[src/rtl/id_stage_pkg.sv]
// cpu_defs: shared RV32I definitions for the decode stage.
//   - base opcode constants
//   - immediate-format selector used between decode and imm_gen
//   - default datapath width
package cpu_defs;

  localparam int XLEN_DEF = 32;

  localparam logic [6:0] OPC_LUI    = 7'h37;
  localparam logic [6:0] OPC_AUIPC  = 7'h17;
  localparam logic [6:0] OPC_JAL    = 7'h6F;
  localparam logic [6:0] OPC_JALR   = 7'h67;
  localparam logic [6:0] OPC_BRANCH = 7'h63;
  localparam logic [6:0] OPC_LOAD   = 7'h03;
  localparam logic [6:0] OPC_STORE  = 7'h23;
  localparam logic [6:0] OPC_OP_IMM = 7'h13;
  localparam logic [6:0] OPC_OP     = 7'h33;

  typedef enum logic [2:0] {
    IMM_NONE,
    IMM_I,
    IMM_S,
    IMM_B,
    IMM_U,
    IMM_J
  } imm_fmt_e;

endpackage

[src/rtl/id_stage_if.sv]
// id_stage_if: ID/EX pipeline register bundle plus its valid/ready handshake.
//   master (id_stage): drives ex_valid_o and the decoded bundle, samples ex_ready_i.
//   slave  (EX stage): samples the bundle, drives ex_ready_i.
interface id_stage_if #(
  parameter int XLEN   = 32,
  parameter int REG_AW = 5
);
  logic              ex_valid_o;
  logic              ex_ready_i;
  logic [2:0]        aluop_o;
  logic [6:0]        alusel_o;
  logic              alu_alt_o;
  logic [XLEN-1:0]   reg1_o;
  logic [XLEN-1:0]   reg2_o;
  logic [XLEN-1:0]   imm_o;
  logic [REG_AW-1:0] wd_o;
  logic              wreg_o;
  logic              is_load_o;
  logic              is_store_o;
  logic              illegal_o;
  logic [XLEN-1:0]   pc_o;

  modport master (
    output ex_valid_o, aluop_o, alusel_o, alu_alt_o, reg1_o, reg2_o, imm_o,
           wd_o, wreg_o, is_load_o, is_store_o, illegal_o, pc_o,
    input  ex_ready_i
  );

  modport slave (
    input  ex_valid_o, aluop_o, alusel_o, alu_alt_o, reg1_o, reg2_o, imm_o,
           wd_o, wreg_o, is_load_o, is_store_o, illegal_o, pc_o,
    output ex_ready_i
  );
endinterface

[src/rtl/id_stage_imm_gen.sv]
// imm_gen: combinational RV32I immediate extraction.
//   inst : instruction bits [31:7] (opcode bits carry no immediate data)
//   fmt  : immediate format chosen by decode
//   imm  : immediate sign-extended to XLEN (0 for IMM_NONE)
module imm_gen
  import cpu_defs::*;
#(
  parameter int XLEN = XLEN_DEF
) (
  input  logic [31:7]     inst,
  input  imm_fmt_e        fmt,
  output logic [XLEN-1:0] imm
);

  logic [31:0] imm32;

  always_comb begin
    imm32 = '0;
    case (fmt)
      IMM_I:   imm32 = {{20{inst[31]}}, inst[31:20]};
      IMM_S:   imm32 = {{20{inst[31]}}, inst[31:25], inst[11:7]};
      IMM_B:   imm32 = {{19{inst[31]}}, inst[31], inst[7], inst[30:25], inst[11:8], 1'b0};
      IMM_U:   imm32 = {inst[31:12], 12'b0};
      IMM_J:   imm32 = {{11{inst[31]}}, inst[31], inst[19:12], inst[20], inst[30:21], 1'b0};
      default: imm32 = '0;
    endcase
  end

  // Signed width cast carries bit 31 out to the full datapath width.
  assign imm = XLEN'($signed(imm32));

endmodule

[src/rtl/id_stage.sv]
// id_stage: pipelined RV32I instruction decode.
//   clk, rst          : clock, async active-high reset
//   flush_i           : drop the instruction in ID and invalidate ID/EX
//   if_valid_i/if_ready_o, pc_i, inst_i : IF/ID handshake and instruction
//   reg*_read_o/addr_o/data_i           : combinational register-file read
//   ex_*/mem_*        : writeback info from EX and MEM for forwarding/hazards
//   ex                : ID/EX output register bundle and handshake
module id_stage
  import cpu_defs::*;
#(
  parameter int XLEN   = XLEN_DEF,
  parameter int REG_AW = 5,
  parameter int FWD_EN = 1
) (
  input  logic              clk,
  input  logic              rst,
  input  logic              flush_i,
  input  logic              if_valid_i,
  output logic              if_ready_o,
  input  logic [XLEN-1:0]   pc_i,
  input  logic [31:0]       inst_i,
  output logic              reg1_read_o,
  output logic              reg2_read_o,
  output logic [REG_AW-1:0] reg1_addr_o,
  output logic [REG_AW-1:0] reg2_addr_o,
  input  logic [XLEN-1:0]   reg1_data_i,
  input  logic [XLEN-1:0]   reg2_data_i,
  input  logic              ex_wreg_i,
  input  logic              ex_is_load_i,
  input  logic [REG_AW-1:0] ex_wd_i,
  input  logic [XLEN-1:0]   ex_wdata_i,
  input  logic              mem_wreg_i,
  input  logic [REG_AW-1:0] mem_wd_i,
  input  logic [XLEN-1:0]   mem_wdata_i,
  id_stage_if.master        ex
);

  localparam logic FWD = (FWD_EN != 0);

  logic [6:0]      opcode;
  logic [2:0]      funct3;
  logic [4:0]      rd;
  imm_fmt_e        fmt;
  logic            legal;
  logic            writes;
  logic            alt;
  logic            wreg_d;
  logic [XLEN-1:0] imm_d;

  assign opcode = inst_i[6:0];
  assign funct3 = inst_i[14:12];
  assign rd     = inst_i[11:7];

  always_comb begin
    fmt         = IMM_NONE;
    legal       = 1'b1;
    writes      = 1'b1;
    alt         = 1'b0;
    reg1_read_o = 1'b0;
    reg2_read_o = 1'b0;
    case (opcode)
      OPC_LUI, OPC_AUIPC: fmt = IMM_U;
      OPC_JAL:            fmt = IMM_J;
      OPC_JALR, OPC_LOAD: begin
        fmt         = IMM_I;
        reg1_read_o = 1'b1;
      end
      OPC_OP_IMM: begin
        fmt         = IMM_I;
        reg1_read_o = 1'b1;
        // Only SLLI/SRLI/SRAI use bit 30 as an ALU modifier; elsewhere it is immediate data.
        alt         = (funct3 == 3'b001 || funct3 == 3'b101) ? inst_i[30] : 1'b0;
      end
      OPC_STORE: begin
        fmt         = IMM_S;
        writes      = 1'b0;
        reg1_read_o = 1'b1;
        reg2_read_o = 1'b1;
      end
      OPC_BRANCH: begin
        fmt         = IMM_B;
        writes      = 1'b0;
        reg1_read_o = 1'b1;
        reg2_read_o = 1'b1;
      end
      OPC_OP: begin
        reg1_read_o = 1'b1;
        reg2_read_o = 1'b1;
        alt         = inst_i[30];
      end
      default: begin
        legal  = 1'b0;
        writes = 1'b0;
      end
    endcase
  end

  assign wreg_d      = writes & (rd != 5'd0);
  assign reg1_addr_o = REG_AW'(inst_i[19:15]);
  assign reg2_addr_o = REG_AW'(inst_i[24:20]);

  imm_gen #(.XLEN(XLEN)) u_imm_gen (
    .inst (inst_i[31:7]),
    .fmt  (fmt),
    .imm  (imm_d)
  );

  // A source is live only when read and not x0; x0 never forwards or stalls.
  logic            src1_live, src2_live;
  logic            ex_hit1, ex_hit2, mem_hit1, mem_hit2;
  logic            hazard, load_en;
  logic [XLEN-1:0] op1, op2;

  assign src1_live = reg1_read_o & (reg1_addr_o != '0);
  assign src2_live = reg2_read_o & (reg2_addr_o != '0);
  assign ex_hit1   = ex_wreg_i  & (ex_wd_i  == reg1_addr_o);
  assign ex_hit2   = ex_wreg_i  & (ex_wd_i  == reg2_addr_o);
  assign mem_hit1  = mem_wreg_i & (mem_wd_i == reg1_addr_o);
  assign mem_hit2  = mem_wreg_i & (mem_wd_i == reg2_addr_o);

  // With forwarding only a load in EX is unresolvable; without it any pending write is.
  assign hazard = FWD ? (ex_is_load_i & ((src1_live & ex_hit1) | (src2_live & ex_hit2)))
                      : ((src1_live & (ex_hit1 | mem_hit1)) | (src2_live & (ex_hit2 | mem_hit2)));

  assign op1 = !src1_live                        ? '0          :
               (FWD & ex_hit1 & !ex_is_load_i)   ? ex_wdata_i  :
               (FWD & mem_hit1)                  ? mem_wdata_i : reg1_data_i;
  assign op2 = !src2_live                        ? '0          :
               (FWD & ex_hit2 & !ex_is_load_i)   ? ex_wdata_i  :
               (FWD & mem_hit2)                  ? mem_wdata_i : reg2_data_i;

  assign load_en    = !ex.ex_valid_o | ex.ex_ready_i;
  assign if_ready_o = flush_i | (load_en & !hazard);

  always_ff @(posedge clk or posedge rst) begin
    if (rst) begin
      ex.ex_valid_o <= 1'b0;
      ex.aluop_o    <= '0;
      ex.alusel_o   <= '0;
      ex.alu_alt_o  <= 1'b0;
      ex.reg1_o     <= '0;
      ex.reg2_o     <= '0;
      ex.imm_o      <= '0;
      ex.wd_o       <= '0;
      ex.wreg_o     <= 1'b0;
      ex.is_load_o  <= 1'b0;
      ex.is_store_o <= 1'b0;
      ex.illegal_o  <= 1'b0;
      ex.pc_o       <= '0;
    end else if (flush_i) begin
      ex.ex_valid_o <= 1'b0;
    end else if (load_en) begin
      // A hazard loads a bubble; the instruction stays in IF/ID for retry.
      ex.ex_valid_o <= if_valid_i & !hazard;
      ex.aluop_o    <= funct3;
      ex.alusel_o   <= opcode;
      ex.alu_alt_o  <= alt;
      ex.reg1_o     <= op1;
      ex.reg2_o     <= op2;
      ex.imm_o      <= imm_d;
      ex.wd_o       <= REG_AW'(rd);
      ex.wreg_o     <= wreg_d;
      ex.is_load_o  <= (opcode == OPC_LOAD);
      ex.is_store_o <= (opcode == OPC_STORE);
      ex.illegal_o  <= !legal;
      ex.pc_o       <= pc_i;
    end
  end

endmodule

[src/flat_wrapper.sv]
// flat-port wrapper written by rule: the top's interface ports become plain ports
module id_stage_flat import cpu_defs::*;
#(
  parameter int XLEN   = XLEN_DEF,
  parameter int REG_AW = 5,
  parameter int FWD_EN = 1
)
  (clk, rst, flush_i, if_valid_i, if_ready_o, pc_i, inst_i, reg1_read_o, reg2_read_o, reg1_addr_o, reg2_addr_o, reg1_data_i, reg2_data_i, ex_wreg_i, ex_is_load_i, ex_wd_i, ex_wdata_i, mem_wreg_i, mem_wd_i, mem_wdata_i, ex_ex_valid_o, ex_aluop_o, ex_alusel_o, ex_alu_alt_o, ex_reg1_o, ex_reg2_o, ex_imm_o, ex_wd_o, ex_wreg_o, ex_is_load_o, ex_is_store_o, ex_illegal_o, ex_pc_o, ex_ex_ready_i);
  id_stage_if #(.XLEN(XLEN), .REG_AW(REG_AW)) ex_i ();
  input  logic clk;
  input  logic rst;
  input  logic flush_i;
  input  logic if_valid_i;
  output logic if_ready_o;
  input  logic [XLEN-1:0] pc_i;
  input  logic [31:0] inst_i;
  output logic reg1_read_o;
  output logic reg2_read_o;
  output logic [REG_AW-1:0] reg1_addr_o;
  output logic [REG_AW-1:0] reg2_addr_o;
  input  logic [XLEN-1:0] reg1_data_i;
  input  logic [XLEN-1:0] reg2_data_i;
  input  logic ex_wreg_i;
  input  logic ex_is_load_i;
  input  logic [REG_AW-1:0] ex_wd_i;
  input  logic [XLEN-1:0] ex_wdata_i;
  input  logic mem_wreg_i;
  input  logic [REG_AW-1:0] mem_wd_i;
  input  logic [XLEN-1:0] mem_wdata_i;
  output wire logic [$bits(ex_i.ex_valid_o)-1:0] ex_ex_valid_o;
  output wire logic [$bits(ex_i.aluop_o)-1:0] ex_aluop_o;
  output wire logic [$bits(ex_i.alusel_o)-1:0] ex_alusel_o;
  output wire logic [$bits(ex_i.alu_alt_o)-1:0] ex_alu_alt_o;
  output wire logic [$bits(ex_i.reg1_o)-1:0] ex_reg1_o;
  output wire logic [$bits(ex_i.reg2_o)-1:0] ex_reg2_o;
  output wire logic [$bits(ex_i.imm_o)-1:0] ex_imm_o;
  output wire logic [$bits(ex_i.wd_o)-1:0] ex_wd_o;
  output wire logic [$bits(ex_i.wreg_o)-1:0] ex_wreg_o;
  output wire logic [$bits(ex_i.is_load_o)-1:0] ex_is_load_o;
  output wire logic [$bits(ex_i.is_store_o)-1:0] ex_is_store_o;
  output wire logic [$bits(ex_i.illegal_o)-1:0] ex_illegal_o;
  output wire logic [$bits(ex_i.pc_o)-1:0] ex_pc_o;
  input wire logic [$bits(ex_i.ex_ready_i)-1:0] ex_ex_ready_i;
  assign ex_ex_valid_o = ex_i.ex_valid_o;
  assign ex_aluop_o = ex_i.aluop_o;
  assign ex_alusel_o = ex_i.alusel_o;
  assign ex_alu_alt_o = ex_i.alu_alt_o;
  assign ex_reg1_o = ex_i.reg1_o;
  assign ex_reg2_o = ex_i.reg2_o;
  assign ex_imm_o = ex_i.imm_o;
  assign ex_wd_o = ex_i.wd_o;
  assign ex_wreg_o = ex_i.wreg_o;
  assign ex_is_load_o = ex_i.is_load_o;
  assign ex_is_store_o = ex_i.is_store_o;
  assign ex_illegal_o = ex_i.illegal_o;
  assign ex_pc_o = ex_i.pc_o;
  assign ex_i.ex_ready_i = ex_ex_ready_i;
  id_stage #(.XLEN(XLEN), .REG_AW(REG_AW), .FWD_EN(FWD_EN)) u_core (.clk(clk), .rst(rst), .flush_i(flush_i), .if_valid_i(if_valid_i), .if_ready_o(if_ready_o), .pc_i(pc_i), .inst_i(inst_i), .reg1_read_o(reg1_read_o), .reg2_read_o(reg2_read_o), .reg1_addr_o(reg1_addr_o), .reg2_addr_o(reg2_addr_o), .reg1_data_i(reg1_data_i), .reg2_data_i(reg2_data_i), .ex_wreg_i(ex_wreg_i), .ex_is_load_i(ex_is_load_i), .ex_wd_i(ex_wd_i), .ex_wdata_i(ex_wdata_i), .mem_wreg_i(mem_wreg_i), .mem_wd_i(mem_wd_i), .mem_wdata_i(mem_wdata_i), .ex(ex_i));
endmodule
[config.mk]
export PLATFORM = sky130hd
export DESIGN_NAME = id_stage_flat
export DESIGN_NICKNAME = d
export VERILOG_FILES = /design/src/rtl/id_stage_pkg.sv /design/src/rtl/id_stage_if.sv /design/src/rtl/id_stage_imm_gen.sv /design/src/rtl/id_stage.sv /design/src/flat_wrapper.sv
export SDC_FILE = /design/constraint.sdc
export NUM_CORES = 1
export LEC_CHECK = 0
export BUFFER_PORTS_ARGS = -buffer_cell sky130_fd_sc_hd__buf_4
export CELL_PAD_IN_SITES_DETAIL_PLACEMENT = 2
export CELL_PAD_IN_SITES_GLOBAL_PLACEMENT = 2
export CORE_ASPECT_RATIO = 1.2
export CORE_MARGIN = 3
export CORE_UTILIZATION = 24
export DETAILED_ROUTE_END_ITERATION = 8
export PLACE_DENSITY_LB_ADDON = 0.2
export REMOVE_ABC_BUFFERS = 1
export SETUP_SLACK_MARGIN = 0.05
export SYNTH_ARGS = -nofsm -noshare
export SYNTH_HDL_FRONTEND = slang
export SYNTH_HIERARCHICAL = 1
export SYNTH_SLANG_ARGS = --single-unit
export TNS_END_PERCENT = 100
[constraint.sdc]
create_clock -name clk -period 4.95 [get_ports clk]
set_clock_uncertainty 0.15 [all_clocks]
set_input_delay 0.495 -clock clk [delete_from_list [all_inputs] [get_ports clk]]
set_output_delay 0.495 -clock clk [all_outputs]
set_load 0.05 [all_outputs]
### Word level (Yosys, flattened, before mapping)

Index checks and enable logic that the tools add are counted.

* equality and inequality tests: 20
* reduce and logical (&&, ||, !) cells: 16
* muxes and demuxes: 16
* bitwise logic cells: 18

Operators by type and width (number)
* $mux W32: 6
* $pmux W32 S5: 1
* $eq A7 B6 Y1 const B: 3
* $eq A7 B7 Y1 const B: 3
* $eq A5 B5 Y1: 4
* $pmux W3 S5: 1
* $reduce_bool A5 Y1: 3
* $and A1 B1 Y1: 14
* $eq A7 B5 Y1 const B: 2
* $eq A3 B3 Y1 const B: 3
* $reduce_or A9 Y1: 1
* $eq A7 B2 Y1 const B: 1
* $mux W1: 7
* $reduce_or A7 Y1: 1
* $eq A3 B1 Y1 const B: 2
* $eq A3 B2 Y1 const B: 2
* $reduce_or A3 Y1: 2
* $reduce_or A6 Y1: 1
* $logic_not A1 Y1: 4
* $or A1 B1 Y1: 3
* $pmux W1 S2: 1
* $reduce_and A2 Y1: 1
* $reduce_bool A2 Y1: 1
* $reduce_or A2 Y1: 1
* other kinds (2): 2

* flip-flop bits (word level): 149
* output and inout bits: 162
* input port bits: 210
* word-level logic and storage cells: 83

### Depth between registers and ports, before layout

* depth after elaboration: 11
* depth in mapped cells: 10
* mapped depth without buffers: 8

### Modules after synthesis

Netlist, hierarchy kept.

By module, submodules not included
* id_stage: seq. area each 3728.6 um^2, cells an instance 766, times used 1, area each 7430.9 um^2
* imm_gen: seq. area each 0.0 um^2, cells an instance 66, times used 1, area each 390.4 um^2

### Worst setup path before layout

No wires, ideal clock.

* path kind: input port to output port
* start: in inst_i[21]
* end: out if_ready_o
* buffers on the path: 0
* slack: 1.659 ns
* data arrival time: 2.646 ns
* required time: 4.305 ns
* stages: 4
* cell sequence: or4_2 o21ai_0 nor4_1 o31ai_1

* longest elaborated chain between the ends: 8
* elaborated cells between the ends (all ways): 10
* classes of those cells: eq/ne (1); bitwise (7); reduce/logical (2)

Ends and longest elaborated chain
* start: declaration: RTL line flat_wrapper.sv:16 `input logic [31:0] inst_i;`
* $eq A5 B5 Y1 / $reduce_bool A5 Y1 (equally long branches): RTL line id_stage.sv:117, id_stage.sv:115
* $and A1 B1 Y1, on equally long branches: RTL line id_stage.sv:117, id_stage.sv:115
* $and A1 B1 Y1 (*): RTL line id_stage.sv:122 `assign hazard = FWD ? (ex_is_load_i & ((src1_live & ex_hit1) | (src2_live & ex_hit2)))`
* $or A1 B1 Y1 (*): RTL line id_stage.sv:122
* $and A1 B1 Y1 (*): RTL line id_stage.sv:122
* $logic_not A1 Y1 (*): RTL line id_stage.sv:133 `assign if_ready_o = flush_i | (load_en & !hazard);`
* $and A1 B1 Y1 (*): RTL line id_stage.sv:133
* $or A1 B1 Y1 (*): RTL line id_stage.sv:133
* end: declaration: RTL line flat_wrapper.sv:14 `output logic if_ready_o;`

Mark *: on every way between the ends. The rest lies on a longest branch, timed or not.

### Worst setup path after layout

Ends and elaborated chain as after synthesis.

==> metrics.md <==
| Metric | Value |
|---|---|
| Status | `finished with violations` |
| Failing checks | `hold timing` |
| Metal1 wirelength | `13900 microns` |
| Synth top area share | `a little under half` |
| Area delta synth->final | `46.2%` |
| Hold Crit Class | `in -> async` |
| Die Area | `about 35000 sq um` |
| Seq/Total Area, Yosys | `47.7%` |
| Remaining global-route overflow | `0` |
| IO buf count | `between 300 and 400` |
| RSZ-0062 raised after global routing | `false` |
| Endpoints failing setup | `0` |
| Starting Density | `24.7%` |
| Number of global-route vias before repair | `just under 9000` |
| Met3 routed WL | `3280 microns` |
| Post-cts resize count | `0` |
| Slew Limit Fails | `0` |
| Reg2reg end | `u_core/ex.aluop_o[1]` |
| PnR worst setup slack | `1890 ps` |
| Chip width | `171 microns` |
| Worst-path clk slew | `about 70 ps` |
| Mapped Cells | `832` |
| CTS tree | `yes` |
| H-tree levels | `4` |
| Synth Cell Area | `a little under 8000 sq um` |
| Worst path max stage delay | `660 ps` |
| Pwr Density | `299 nW/um^2` |
| Max FO, Critical Path | `6` |
| Vias | `around 7900` |
| Final Total Pwr | `3.42 mW` |
| Critical Path RT | `4300 ps` |
| Synth area leaders | `dfrtp_1, nand2_1, a32o_1` |
| WL per Instance | `22.4 microns` |
| Max Clk Rate | `327 MHz` |
| # DRC | `0` |
| CTS Hold Bufs | `0` |
| Setup_tns | `0 ps` |
| Yosys warns | `6` |
| Clk buf depth | `2` |
| Gp weighted congestion | `0.756` |
| Most common library cells after synthesis | `nand2_1, dfrtp_1, a32o_1` |
| Max_cap viols | `0` |
| Routed wire length | `35100 microns` |
| Number of DRC markers in iteration 0 | `383` |
| CP endpoint kind | `primary output` |
| Crit path kind | `in -> out` |
| Root buf cell | `clkbuf_16` |
| Gr usage total | `between 10% and 20%` |
| Count leader, synth | `nand2_1` |
| Top layer in use | `met4` |
| Final Hold Viols | `3` |
| Post-CTS Setup Inserts | `0` |
| Die Ht | `roughly 200 microns` |
| Final cell count without fillers | `1570` |
| Global-route wire length before repair | `53200 microns` |
| Number of synthesized flops with an enable pin | `0` |
| Number of cell rows | `71` |
| Number of cells on the worst reg-to-reg path | `4` |
| Initial antenna violation count | `0` |
| Num ports | `roughly 370` |
| Flops & latches, synth | `about 150` |
| Async S/R FF share, synth | `100%` |
| FF-to-FF Start | `u_core/ex.ex_valid_o` |
| Avg Cell Area, Syn | `~9.4 sq um` |
| Peak supply drop | `0.155 mV` |
| Placed cells | `~1500` |
| Worst-Skew Late Latency | `420 ps` |
| Fin crit share | `61.8%` |
| DR WL met2 | `17300 microns` |
| Fillers | `3550` |
| Fin area | `11400 sq um` |
| Slowest library cell on the worst path | `or4_2` |
| Reg2reg setup slack | `2860 ps` |
| Worst-Margin Slew | `1100 ps` |
| CP arrival | `~2400 ps` |
| Num CTS Buffers | `17` |
| Vias per inst | `5.00` |
| 1st-pass router iterations | `5` |
| Top FF cell, synth | `dfrtp_1` |
| Largest net degree at the start of global routing | `84` |
| Post-layout util | `36.1%` |
| CP Cell Sequence | `buf_4 -> or4_2 -> o21ai_0 -> nor4_1 -> o31ai_1 -> buf_4` |
| Cell taking the most area after synthesis | `dfrtp_1` |
| Synth cell types | `47` |
| Relative slew margins | `about a quarter` |
| Critical path's most frequent cell | `buf_4` |
| CTS sink count | `149` |
| Pleak | `5.71 nW` |
| Crit path launch type | `primary input` |
| Min Tclk post-route | `3060 ps` |
| Dpl cell area | `10900 sq um` |
| NumNets Final | `1367` |
| Final ANT Viol Nets | `0` |
| Core area | `about 32000 sq um` |
| DP HPWL | `24700 microns` |
| Pre-CTS WS | `1820 ps` |
| Ratio of cells with drive above 1 in the final layout | `36.7%` |
| Hold_ws | `-14.6 ps` |
| Antenna fix cells | `0` |
-- critical path, delay by kind of cell --
kind            cells  cell delay, ps
simple gates        2             790
compound gates      2             730
buf+inv             2             400
-- where the power goes --
group          internal, mW  switching, mW  total (mW)  leakage [nW]
logic                 0.290          0.506       0.796          3.46
clock network         0.741          0.564        1.30         0.266
registers              1.28         0.0361        1.32          1.99
-- layer usage --
metal,global-route usage [%],up-vias
met1,23.4,3957
met5,0,-
met4,5.59,0
met2,34.2,292
li1,-,3568
met3,7.35,35
-- area by class of cell --
cell class                      instances  area, sq um  area share (%)
Multi-Input combinational cell        602         3740            32.7
Sequential cell                       149         3730            32.6
Timing Repair Buffer                  382         2880            25.2
Tap cell                              401          502            4.39
Clock buffer                           19          433            3.79
Clock inverter                         12          131            1.15
Inverter                                5         23.8           0.208
-- kinds of logic (layout without fill, tap and decap cells) --
group,Yosys count,count (layout),share of synthesized area (%)
buffers and inverters,81,418,5.15
DFF,149,149,47.7
xor gates and xnor gates,20,20,2.24
and+or+nand+nor,406,406,24.5
AOI/OAI and AO/OA,176,176,20.5
-- sequential cells by signal (all words and copies together) (netlist names) --
signal / count
u_core/ex.ex_valid_o: 1
u_core/ex.alusel_o: 7
u_core/ex.wd_o: 5
u_core/ex.is_store_o: 1
u_core/ex.alu_alt_o: 1
u_core/ex.reg1_o: 32
u_core/ex.reg2_o: 32
u_core/ex.wreg_o: 1
u_core/ex.illegal_o: 1
u_core/ex.pc_o: 32
u_core/ex.is_load_o: 1
u_core/ex.imm_o: 32
u_core/ex.aluop_o: 3
-- placed cells by master (no fill, tap or decap), types with 2 or more instances in the layout --
cell,n
nor2_2,2
nor2b_1,2
bufinv_16,2
clkinvlp_4,4
or3_1,2
a21o_1,8
clkbuf_16,17
inv_6,3
or4_1,2
buf_4,381
and3b_1,2
a221o_2,3
nor2_1,7
a32o_1,65
o21ai_1,3
nand2_1,261
a22o_1,4
nor2_4,3
o31ai_1,2
nand2b_1,49
nor4_1,2
o21ai_0,18
clkinv_2,3
nor3_4,2
inv_1,4
xnor2_1,20
and2_1,38
nand3_1,4
or2b_1,19
a221o_1,61
dfrtp_1,149
clkbuf_1,2
a21oi_1,4
-- how the worst max path moves through the flow --
stage | startpoint | to | slack, ps | cells past startpoint
after floorplan | u_core/ex.ex_valid_o | u_core/ex.reg1_o[0] | -250 | 4
after global placement | inst_i[2] | u_core/ex.imm_o[24] | 1950 | 8
after detailed placement | inst_i[2] | u_core/ex.imm_o[28] | 1820 | 8
after CTS | inst_i[21] | if_ready_o | 1920 | 6
after global routing | inst_i[21] | if_ready_o | 1810 | 6
final | inst_i[21] | if_ready_o | 1890 | 6
No activity file was read; power rests on OpenSTA's default activity.
